<file path="config.mk">
export PLATFORM = sky130hd
export DESIGN_NAME = inv_sub_bytes_lp_flat
export DESIGN_NICKNAME = d
export VERILOG_FILES = /design/src/rtl/inv_sub_bytes_lp_if.sv /design/src/rtl/inv_sub_bytes_lp.sv /design/src/flat_wrapper.sv
export SDC_FILE = /design/constraint.sdc
export NUM_CORES = 1
export LEC_CHECK = 0
export CAP_MARGIN = 20
export CORE_MARGIN = 2
export CORE_UTILIZATION = 35
export CTS_BUF_LIST = sky130_fd_sc_hd__clkbuf_8 sky130_fd_sc_hd__clkbuf_16
export CTS_CLUSTER_SIZE = 25
export DETAILED_ROUTE_END_ITERATION = 16
export SLEW_MARGIN = 40
export SYNTH_ARGS = -nofsm -noshare
export SYNTH_HDL_FRONTEND = slang
export SYNTH_SLANG_ARGS = --single-unit
</file>
<file path="constraint.sdc">
create_clock -name clock -period 4.5 [get_ports clock]
set_clock_uncertainty 0.15 [all_clocks]
set_input_delay 0.9 -clock clock [delete_from_list [all_inputs] [get_ports clock]]
set_output_delay 0.9 -clock clock [all_outputs]
set_load 0.1 [all_outputs]
</file>
<file path="src/rtl/inv_sub_bytes_lp_if.sv">
// Valid/ready handshake bundle for the InvSubBytes stage: one 128-bit state in, one out.
// Byte i of a state occupies bits [8i:8i+7], with bit 8i as its MSB.
interface inv_sub_bytes_lp_if;
  logic         in_valid;
  logic         in_ready;
  logic [0:127] blocoIn;
  logic         out_valid;
  logic         out_ready;
  logic [0:127] blocoOut;

  modport slave (
    input  in_valid,
    input  blocoIn,
    input  out_ready,
    output in_ready,
    output out_valid,
    output blocoOut
  );

  modport master (
    output in_valid,
    output blocoIn,
    output out_ready,
    input  in_ready,
    input  out_valid,
    input  blocoOut
  );
endinterface

</file>
<file path="src/rtl/inv_sub_bytes_lp.sv">
// AES InvSubBytes with LANES shared inverse S-boxes, iterating 16/LANES cycles per block.
// A global enable freezes all state and blocks both handshakes.
module inv_sub_bytes_lp #(
  parameter int unsigned LANES = 4
) (
  input  logic              clock,
  input  logic              reset,
  input  logic              enable,
  inv_sub_bytes_lp_if.slave bus
);

  localparam int unsigned ITER = 16 / LANES;
  localparam int unsigned CntW = (ITER > 1) ? $clog2(ITER) : 1;
  localparam logic [CntW-1:0] CntLast = CntW'(ITER - 1);

  if (LANES != 1 && LANES != 2 && LANES != 4 && LANES != 8 && LANES != 16) begin : g_bad_lanes
    $error("inv_sub_bytes_lp: LANES must be 1, 2, 4, 8 or 16");
  end

  // FIPS-197 inverse S-box, entry 0 first.
  localparam logic [0:255][7:0] InvSboxTab = {
    128'h52096ad53036a538bf40a39e81f3d7fb,
    128'h7ce339829b2fff87348e4344c4dee9cb,
    128'h547b9432a6c2233dee4c950b42fac34e,
    128'h082ea16628d924b2765ba2496d8bd125,
    128'h72f8f66486689816d4a45ccc5d65b692,
    128'h6c704850fdedb9da5e154657a78d9d84,
    128'h90d8ab008cbcd30af7e45805b8b34506,
    128'hd02c1e8fca3f0f02c1afbd0301138a6b,
    128'h3a9111414f67dcea97f2cfcef0b4e673,
    128'h96ac7422e7ad3585e2f937e81c75df6e,
    128'h47f11a711d29c5896fb7620eaa18be1b,
    128'hfc563e4bc6d279209adbc0fe78cd5af4,
    128'h1fdda8338807c731b11210592780ec5f,
    128'h60517fa919b54a0d2de57a9f93c99cef,
    128'ha0e03b4dae2af5b0c8ebbb3c83539961,
    128'h172b047eba77d626e169146355210c7d
  };

  typedef enum logic [1:0] {StIdle, StBusy, StDone} state_e;

  state_e          state_q;
  logic [CntW-1:0] cnt_q;
  logic [0:127]    data_q;
  logic [0:127]    out_q;
  logic [0:127]    data_upd;
  logic [7:0]      lane_in  [LANES];
  logic [7:0]      lane_out [LANES];
  logic            busy_en;

  assign busy_en = (state_q == StBusy) && enable;

  // Lane inputs are held at zero outside active processing to keep the S-box logic quiet.
  always_comb begin
    data_upd = data_q;
    for (int unsigned l = 0; l < LANES; l++) begin
      lane_in[l]  = busy_en ? data_q[(32'(cnt_q) * LANES + l) * 8 +: 8] : 8'h00;
      lane_out[l] = InvSboxTab[lane_in[l]];
      data_upd[(32'(cnt_q) * LANES + l) * 8 +: 8] = lane_out[l];
    end
  end

  always_ff @(posedge clock or negedge reset) begin
    if (!reset) begin
      state_q <= StIdle;
      cnt_q   <= '0;
      data_q  <= '0;
      out_q   <= '0;
    end else if (enable) begin
      unique case (state_q)
        StIdle: begin
          if (bus.in_valid) begin
            data_q  <= bus.blocoIn;
            cnt_q   <= '0;
            state_q <= StBusy;
          end
        end
        StBusy: begin
          data_q <= data_upd;
          if (cnt_q == CntLast) begin
            cnt_q   <= '0;
            out_q   <= data_upd;
            state_q <= StDone;
          end else begin
            cnt_q <= cnt_q + CntW'(1);
          end
        end
        StDone: begin
          if (bus.out_ready) begin
            state_q <= StIdle;
          end
        end
        default: state_q <= StIdle;
      endcase
    end
  end

  assign bus.in_ready  = (state_q == StIdle) && enable && reset;
  assign bus.out_valid = (state_q == StDone) && enable;
  assign bus.blocoOut  = out_q;

endmodule

</file>
<file path="src/flat_wrapper.sv">
// flat-port wrapper written by rule: the top's interface ports become plain ports
module inv_sub_bytes_lp_flat 
#(
  parameter int unsigned LANES = 4
)
  (clock, reset, enable, bus_in_valid, bus_blocoIn, bus_out_ready, bus_in_ready, bus_out_valid, bus_blocoOut);
  inv_sub_bytes_lp_if bus_i ();
  input  logic clock;
  input  logic reset;
  input  logic enable;
  input wire logic [$bits(bus_i.in_valid)-1:0] bus_in_valid;
  input wire logic [$bits(bus_i.blocoIn)-1:0] bus_blocoIn;
  input wire logic [$bits(bus_i.out_ready)-1:0] bus_out_ready;
  output wire logic [$bits(bus_i.in_ready)-1:0] bus_in_ready;
  output wire logic [$bits(bus_i.out_valid)-1:0] bus_out_valid;
  output wire logic [$bits(bus_i.blocoOut)-1:0] bus_blocoOut;
  assign bus_i.in_valid = bus_in_valid;
  assign bus_i.blocoIn = bus_blocoIn;
  assign bus_i.out_ready = bus_out_ready;
  assign bus_in_ready = bus_i.in_ready;
  assign bus_out_valid = bus_i.out_valid;
  assign bus_blocoOut = bus_i.blocoOut;
  inv_sub_bytes_lp #(.LANES(LANES)) u_core (.clock(clock), .reset(reset), .enable(enable), .bus(bus_i));
endmodule
</file>
After elaboration in Yosys (flattened, before gate mapping):

Memories as Yosys holds them, arrays and structs flattened.
Index checks and enable logic that the tools add are counted.

* add/subtract/negate cells: 8
* $mul: 0
* divide/modulo/power cells: 0
* order comparisons: 4
* equality and inequality tests: 6
* shifts and indexed selects: 12
* muxes and demuxes: 25
* bitwise operators: 8
* reductions and logical operators: 9

Operator list (number)
* variable shift 129 x 34 -> 128 bit (first input constant): 4
* variable part select 128 x 33 -> 129 bit: 4
* variable part select 129 x 34 -> 128 bit: 4
* bitwise mux 128 bit: 4
* one-hot mux 128 bit (2 select lines): 1
* negator 33 -> 34 bit: 4
* 2-to-1 mux 128 bit: 1
* NOT 32 -> 33 bit: 3
* 2-to-1 mux 8 bit: 12
* >= comparator 9 bit (second input constant): 4
* NOT 8 -> 9 bit: 4
* NOT 7 -> 33 bit: 1
* adder 4 x 2 -> 5 bit (second input constant): 2
* 2-to-1 mux 2 bit: 5
* != test 2 bit (second input constant): 3
* one-hot mux 2 bit (3 select lines): 1
* AND reduction 3 bit: 2
* adder 4 x 1 -> 5 bit (second input constant): 1
* == test 2 bit (second input constant): 2
* logical AND 1 bit: 4
* one-hot mux 2 bit (2 select lines): 1
* AND reduction 4 bit: 1
* adder 2 x 1 -> 2 bit (second input constant): 1
* == test 2 x 1 -> 1 bit (second input constant): 1
* 2 further kinds: 2

* register bits: 260
* latch bits: 0
* memory bits (writable): 0
* ROM bits: 8192
* input port bits: 133
* output and inout port bits: 130
* word-level logic and storage cells: 80
* memories: 4

Memories
* (name not given): depth 256, bits a word 8, read ports 1, clocked after Yosys merged registers in 0, write ports 0, line inv_sub_bytes_lp.sv:58 `lane_out[l] = InvSboxTab[lane_in[l]];`
* (name not given): depth 256, bits a word 8, read ports 1, clocked after Yosys merged registers in 0, write ports 0, line inv_sub_bytes_lp.sv:58
* (name not given): depth 256, bits a word 8, read ports 1, clocked after Yosys merged registers in 0, write ports 0, line inv_sub_bytes_lp.sv:58
* (name not given): depth 256, bits a word 8, read ports 1, clocked after Yosys merged registers in 0, write ports 0, line inv_sub_bytes_lp.sv:58

Longest topological paths before layout:

* depth in word-level cells: 13
* gate-level depth with buffers: 22
* depth with buffers taken out: 13

Least setup slack after synthesis:

No wires, ideal clock.

* path kind: input to register
* start: in enable
* end: reg u_core.out_q, in the netlist u_core.bus.blocoOut[40]
* library setup time: 0.148 ns
* arrival time: 4.953 ns
* data required time: 4.202 ns
* path slack: -0.751 ns
* stages: 19
* buffers on the path: 9
* cells stage by stage: and3b_1 > buf_2 > buf_2 > buf_2 > buf_2 > buf_2 > buf_1 > clkbuf_1 > clkbuf_1 > nand2_1 > ha_1 > clkbuf_1 > inv_1 > nor2_1 > nor2_1 > a221oi_1 > nor3_1 > o31ai_1 > o21ai_0

* word-level cells in the longest chain between the ends: 11
* elaborated cells between the ends (all ways): 30
* those cells by class: shift (4); mux (16); bitwise (4); reduce/logical (2); memory (4)

RTL lines
* start, declared: line flat_wrapper.sv:10 `input logic enable;`
* logical AND 1 bit: line inv_sub_bytes_lp.sv:51 `assign busy_en = (state_q == StBusy) && enable;`
* 2-to-1 mux 8 bit: line inv_sub_bytes_lp.sv:57 `lane_in[l] = busy_en ? data_q[(32'(cnt_q) * LANES + l) * 8 +: 8] : 8'h00;`
* NOT 8 -> 9 bit (not written as such): line inv_sub_bytes_lp.sv:58
* memory (256 x 8 bit)
* 2-to-1 mux 8 bit (not written as such) (2 in series): line inv_sub_bytes_lp.sv:58
* variable part select 129 x 34 -> 128 bit: line inv_sub_bytes_lp.sv:59 `data_upd[(32'(cnt_q) * LANES + l) * 8 +: 8] = lane_out[l];`
* bitwise mux 128 bit (4 in series): line inv_sub_bytes_lp.sv:59
* end signal, assigned: line inv_sub_bytes_lp.sv:82 `out_q <= data_upd;`
* end, declared: line inv_sub_bytes_lp.sv:45 `logic [0:127] out_q;`

Several ways; a longest one is shown, not always the timed one. The select of a mux whose other input is x is not followed.
A chain may end at the register's enable or synchronous reset.

Worst setup path in the final report:

* start: in enable
* end: reg u_core.out_q, in the netlist u_core.bus.blocoOut[109]

Same word-level chain as after synthesis.

==> flow_results.org <==
** Status
- The flow ran to the end, and the final reports show no timing, DRC or antenna violations.

** Synthesis
- The average instance in the mapped netlist occupies 7.54 um2.
- Post-synthesis compound-gate area fraction :: 37.6%
- Fraction of post-synthesis cell area in the top cell type by area :: 24.0%
- Number of flops mapped to enable cells by yosys :: 0
- After synthesis, the share of cell area in mux cells is 7.74%.
- Most numerous cell types in the synthesized netlist :: 388 x o21ai_0, 324 x nand2_1, 297 x a21oi_1
- Post-synthesis adder-cell area fraction :: 2.63%
- Summing the areas of all xor and xnor instances in the mapped netlist gives 0.323% of the synthesized area.
- After synthesis, the cell types taking the most area are dfrtp_1 24%, o21ai_0 7.2%, a21oi_1 5.5%.
- The synthesized netlist devotes 20.0% of its cell area to simple gates.
- After technology mapping, the gate count stands at 3,592.
- The synthesized netlist occupies a cell area of 0.0271 mm2.
- Sequential fraction of the synthesis area :: 24.0%
- The Yosys step of the flow raised 0 warnings.
- The number of nets in the synthesized netlist is 3,782.
- Number of flip-flops and latches in the synthesized netlist :: 260
- Of all flip-flops after synthesis, the portion carrying an async set or reset was 100%.
- Most instantiated library cell after synthesis :: o21ai_0
- The biggest area contributor in the post-synthesis netlist is dfrtp_1.
- By area, the combinational part of the netlist is dominated by compound AO/OA/AOI/OAI gates.
- Primary flip-flop cell chosen by synthesis mapping :: dfrtp_1
- Post-synthesis cell type count :: 100

** Routing
- Top Layer Used :: met5
- Remaining antenna violation count after routing :: 0
- The first routing iteration left 5,344 violations.
- Wires add up to 185 mm.
- The routed layout has 36,900 vias.
- The routed design uses 23.9 mm of met3 wire.
- Dividing the detail-routed wire length by the instance count gives 34.0 um.
- In the routed layout, each cell is associated on average with a via count of 6.79.
- For this block, wires on met1 add up to 71.1 mm.
- The first detailed-routing pass ran for 7 iterations.
- For this run, design rule violations remaining after detail routing come to 0.
- The routed design uses 76.3 mm of met2 wire.

** Critical path
- The worst setup path is of the input port to flip-flop kind.
- Following the worst setup path forward leads to its endpoint at u_core.bus.blocoOut[109]$_DFFE_PN0P_.
- CP Launch Type :: input port
- Required time at the endpoint of the critical path :: 4.77 ns
- Tracing the worst setup path back leads to its startpoint at enable.
- Element type at the critical path end :: flip-flop
- CP Max Fanout :: 9
- Slack of the worst reg-to-reg path :: 0.10 ns
- Measured in cells, the most critical reg-to-reg path has a length of 12.
- Worst path arrival time :: 4.70 ns
- Reg2reg start :: u_core.cnt_q[0]$_DFFE_PN0P_
- The endpoint identified for the worst register-to-register timing path is u_core.bus.blocoOut[41]$_DFFE_PN0P_.

** Die
- For this design the top-level I/O count stands at 263.
- The core region is 0.0771 mm2.
- From bottom edge to top edge, the die measures 282 um.
- The floorplan has 102 rows.
- Die Outline Area :: 0.0796 mm2
- The floorplan step set the die width to 282 um.
- Starting density of the core :: 35.1%

** Clock tree
- TritonCTS built the clock tree.
- Later-pin clock latency in the skew report :: 0.59 ns
- Counting every sink on the clock net gives 260.
- In this run, CTS created clock tree buffers numbering 34.
- After clock tree synthesis, the clock-pin slew on the worst setup and hold paths is 0.06 ns.
- The clock passes through at most 3 buffers.
- Hold buffer count at cts :: 0
- In this run the number of H-tree levels came out at 2.
- Root Buffer :: clkbuf_16

** Place
- Placer's final routability congestion estimate :: 1.08
- PortBufs :: 262
- The placed instances occupy a cell area of 0.0361 mm2.
- Sum of net half-perimeters after detailed placement :: 139 mm
- Instance count after placement with tap cells included :: 5,372

** Finish
- Number of standard cells in the layout, taps in and fillers out :: 5,438
- The final layout contains 4,561 nets.
- Compared with the post-synthesis result, the final layout area differs by 37.9%.
- Post-route standard cell area excluding fillers :: 0.0374 mm2
- The filler cells instantiated in the layout total 7,747.
- Once layout is complete, the utilization of the core stands at 48.5%.
- The post-route netlist has 27.8% of its cells at a drive strength greater than 1.

** Global routing
- The initial antenna violation count came to 9.
- First-pass GRT wire length :: 261 mm
- Entering global routing, the biggest net connects 85 pins.
- Global routing used 45.1% of the available tracks across all layers.
- After global routing the overflow that remains totals 0.
- Vias in the first global route :: 35,500

** STA
- Setup repair after global routing left no endpoint under its margin.
- Setup TNS :: 0 ns
- Tightest Pin Transition :: 0.941 ns
- Final clock period utilization by the worst path :: 98.4%
- Max Clock Freq :: 226 MHz
- The worst pin sits at a relative slew slack of 37.1%.
- Subtracting the final worst setup slack from the clock period gives 4.43 ns.
- Final-report hold violation count :: 0
- Setup violations remaining at the end of the flow were counted as 0.
- Final slew viol count :: 0

** Hold path
- Kind of path behind the tightest hold check :: input port to asynchronous set/reset pin

** Job
- The tool flagged a number of max-cap violations equal to 0.
==> repair_timing <==
item	4_1_cts	5_1_grt
setup endpoints to repair	1	30
gates resized for setup	1	6
cloned	0	0
pin swaps	0	2
buffers inserted	0	3
==> sequential cells by signal, summed over array words and instances (netlist names) <==
signal               cells
u_core.bus.blocoOut    128
u_core.cnt_q             2
u_core.data_q          128
u_core.state_q           2
==> cell usage in the layout, fill, tap and decap left out, drive strengths merged, types with 23 or more instances in the layout <==
cell	Yosys	layout
buf	162	1021
o21ai	418	418
nand2	327	327
a21oi	298	298
dfrtp	260	260
nor2	217	217
clkdlybuf4s50	0	131
a31oi	109	109
mux2i	105	105
o211ai	92	92
nor3	92	92
or3	90	90
nand3	82	82
a211oi	78	78
o221ai	67	67
a22oi	63	63
inv	54	63
ha	57	57
nor2b	57	57
nand2b	53	53
and2	49	49
o31ai	48	48
o22ai	45	45
clkbuf	247	41
o311ai	38	38
mux4	35	35
o32ai	30	30
a311oi	27	27
nor4	27	27
a221oi	26	26
mux2	23	23
a211o	23	23
==> per-stage QoR <==
stage                     worst slack (ns)  hold WS (ns)
after floorplan                    0.00414         0.314
after global placement              -0.483         0.311
after detailed placement            -0.420         0.314
after CTS                           0.0927        0.0526
after global routing                0.0235        0.0665
final                               0.0701        0.0567
==> area by class of cell <==
type                    count  area [um2]  area share, %
diodes                      4        10.0         0.0268
clock buffers              41         947           2.54
clock inverters            18         225          0.603
inverters                  56         210          0.563
multi-input cells        2867       18600           49.9
flip-flops and latches    260        6510           17.4
well taps                1040        1300           3.48
repair buffers           1152        9500           25.4
==> worst max-delay path, stage by stage <==
cell,delay (ns)
clkdlybuf4s50_1,0.65
and3b_4,0.35
buf_4,0.17
and2_1,0.15
inv_1,0.07
ha_1,0.32
nand3b_1,0.25
a21oi_1,0.52
nor3_1,0.13
nor3_1,0.30
o32ai_1,0.16
buf_4,0.17
o21ai_0,0.31
buf_4,0.18
o21ai_0,0.07
==> worst min-delay path by stage <==
stage | startpoint | end | slack, ns | cells after the start
floorplan | u_core.data_q[105]$_DFFE_PN0P_ | u_core.data_q[105]$_DFFE_PN0P_ | 0.31 | 2
global route | reset | u_core.data_q[82]$_DFFE_PN0P_ | 0.07 | 1
detailed placement | u_core.bus.blocoOut[105]$_DFFE_PN0P_ | u_core.bus.blocoOut[105]$_DFFE_PN0P_ | 0.31 | 2
finish | reset | u_core.data_q[114]$_DFFE_PN0P_ | 0.06 | 1
global placement | u_core.bus.blocoOut[124]$_DFFE_PN0P_ | u_core.bus.blocoOut[124]$_DFFE_PN0P_ | 0.31 | 2
CTS | reset | u_core.bus.blocoOut[81]$_DFFE_PN0P_ | 0.05 | 1
==> logic make-up (layout without fill, tap and decap cells) <==
logic type / count (synthesis) / in the layout
other: 0 / 4
xor gates and xnor gates: 10 / 10
muxes: 163 / 163
buffers and inverters: 465 / 1267
and+or+nand+nor: 1098 / 1098
AOI/OAI and AO/OA: 1539 / 1539
adders and majority gates: 57 / 57
DFF: 260 / 260
==> routing by layer <==
| layer | track usage [%] | vias up |
|---|---|---|
| met4 | 26.7 | 10 |
| met2 | 66.1 | 3061 |
| li1 | - | 15400 |
| met5 | 0 | - |
| met1 | 57.9 | 17700 |
| met3 | 14.3 | 745 |
Power is left out: the tool's default activity adds up to more than one toggle a clock period on the data nets, which glitch-free logic cannot reach.
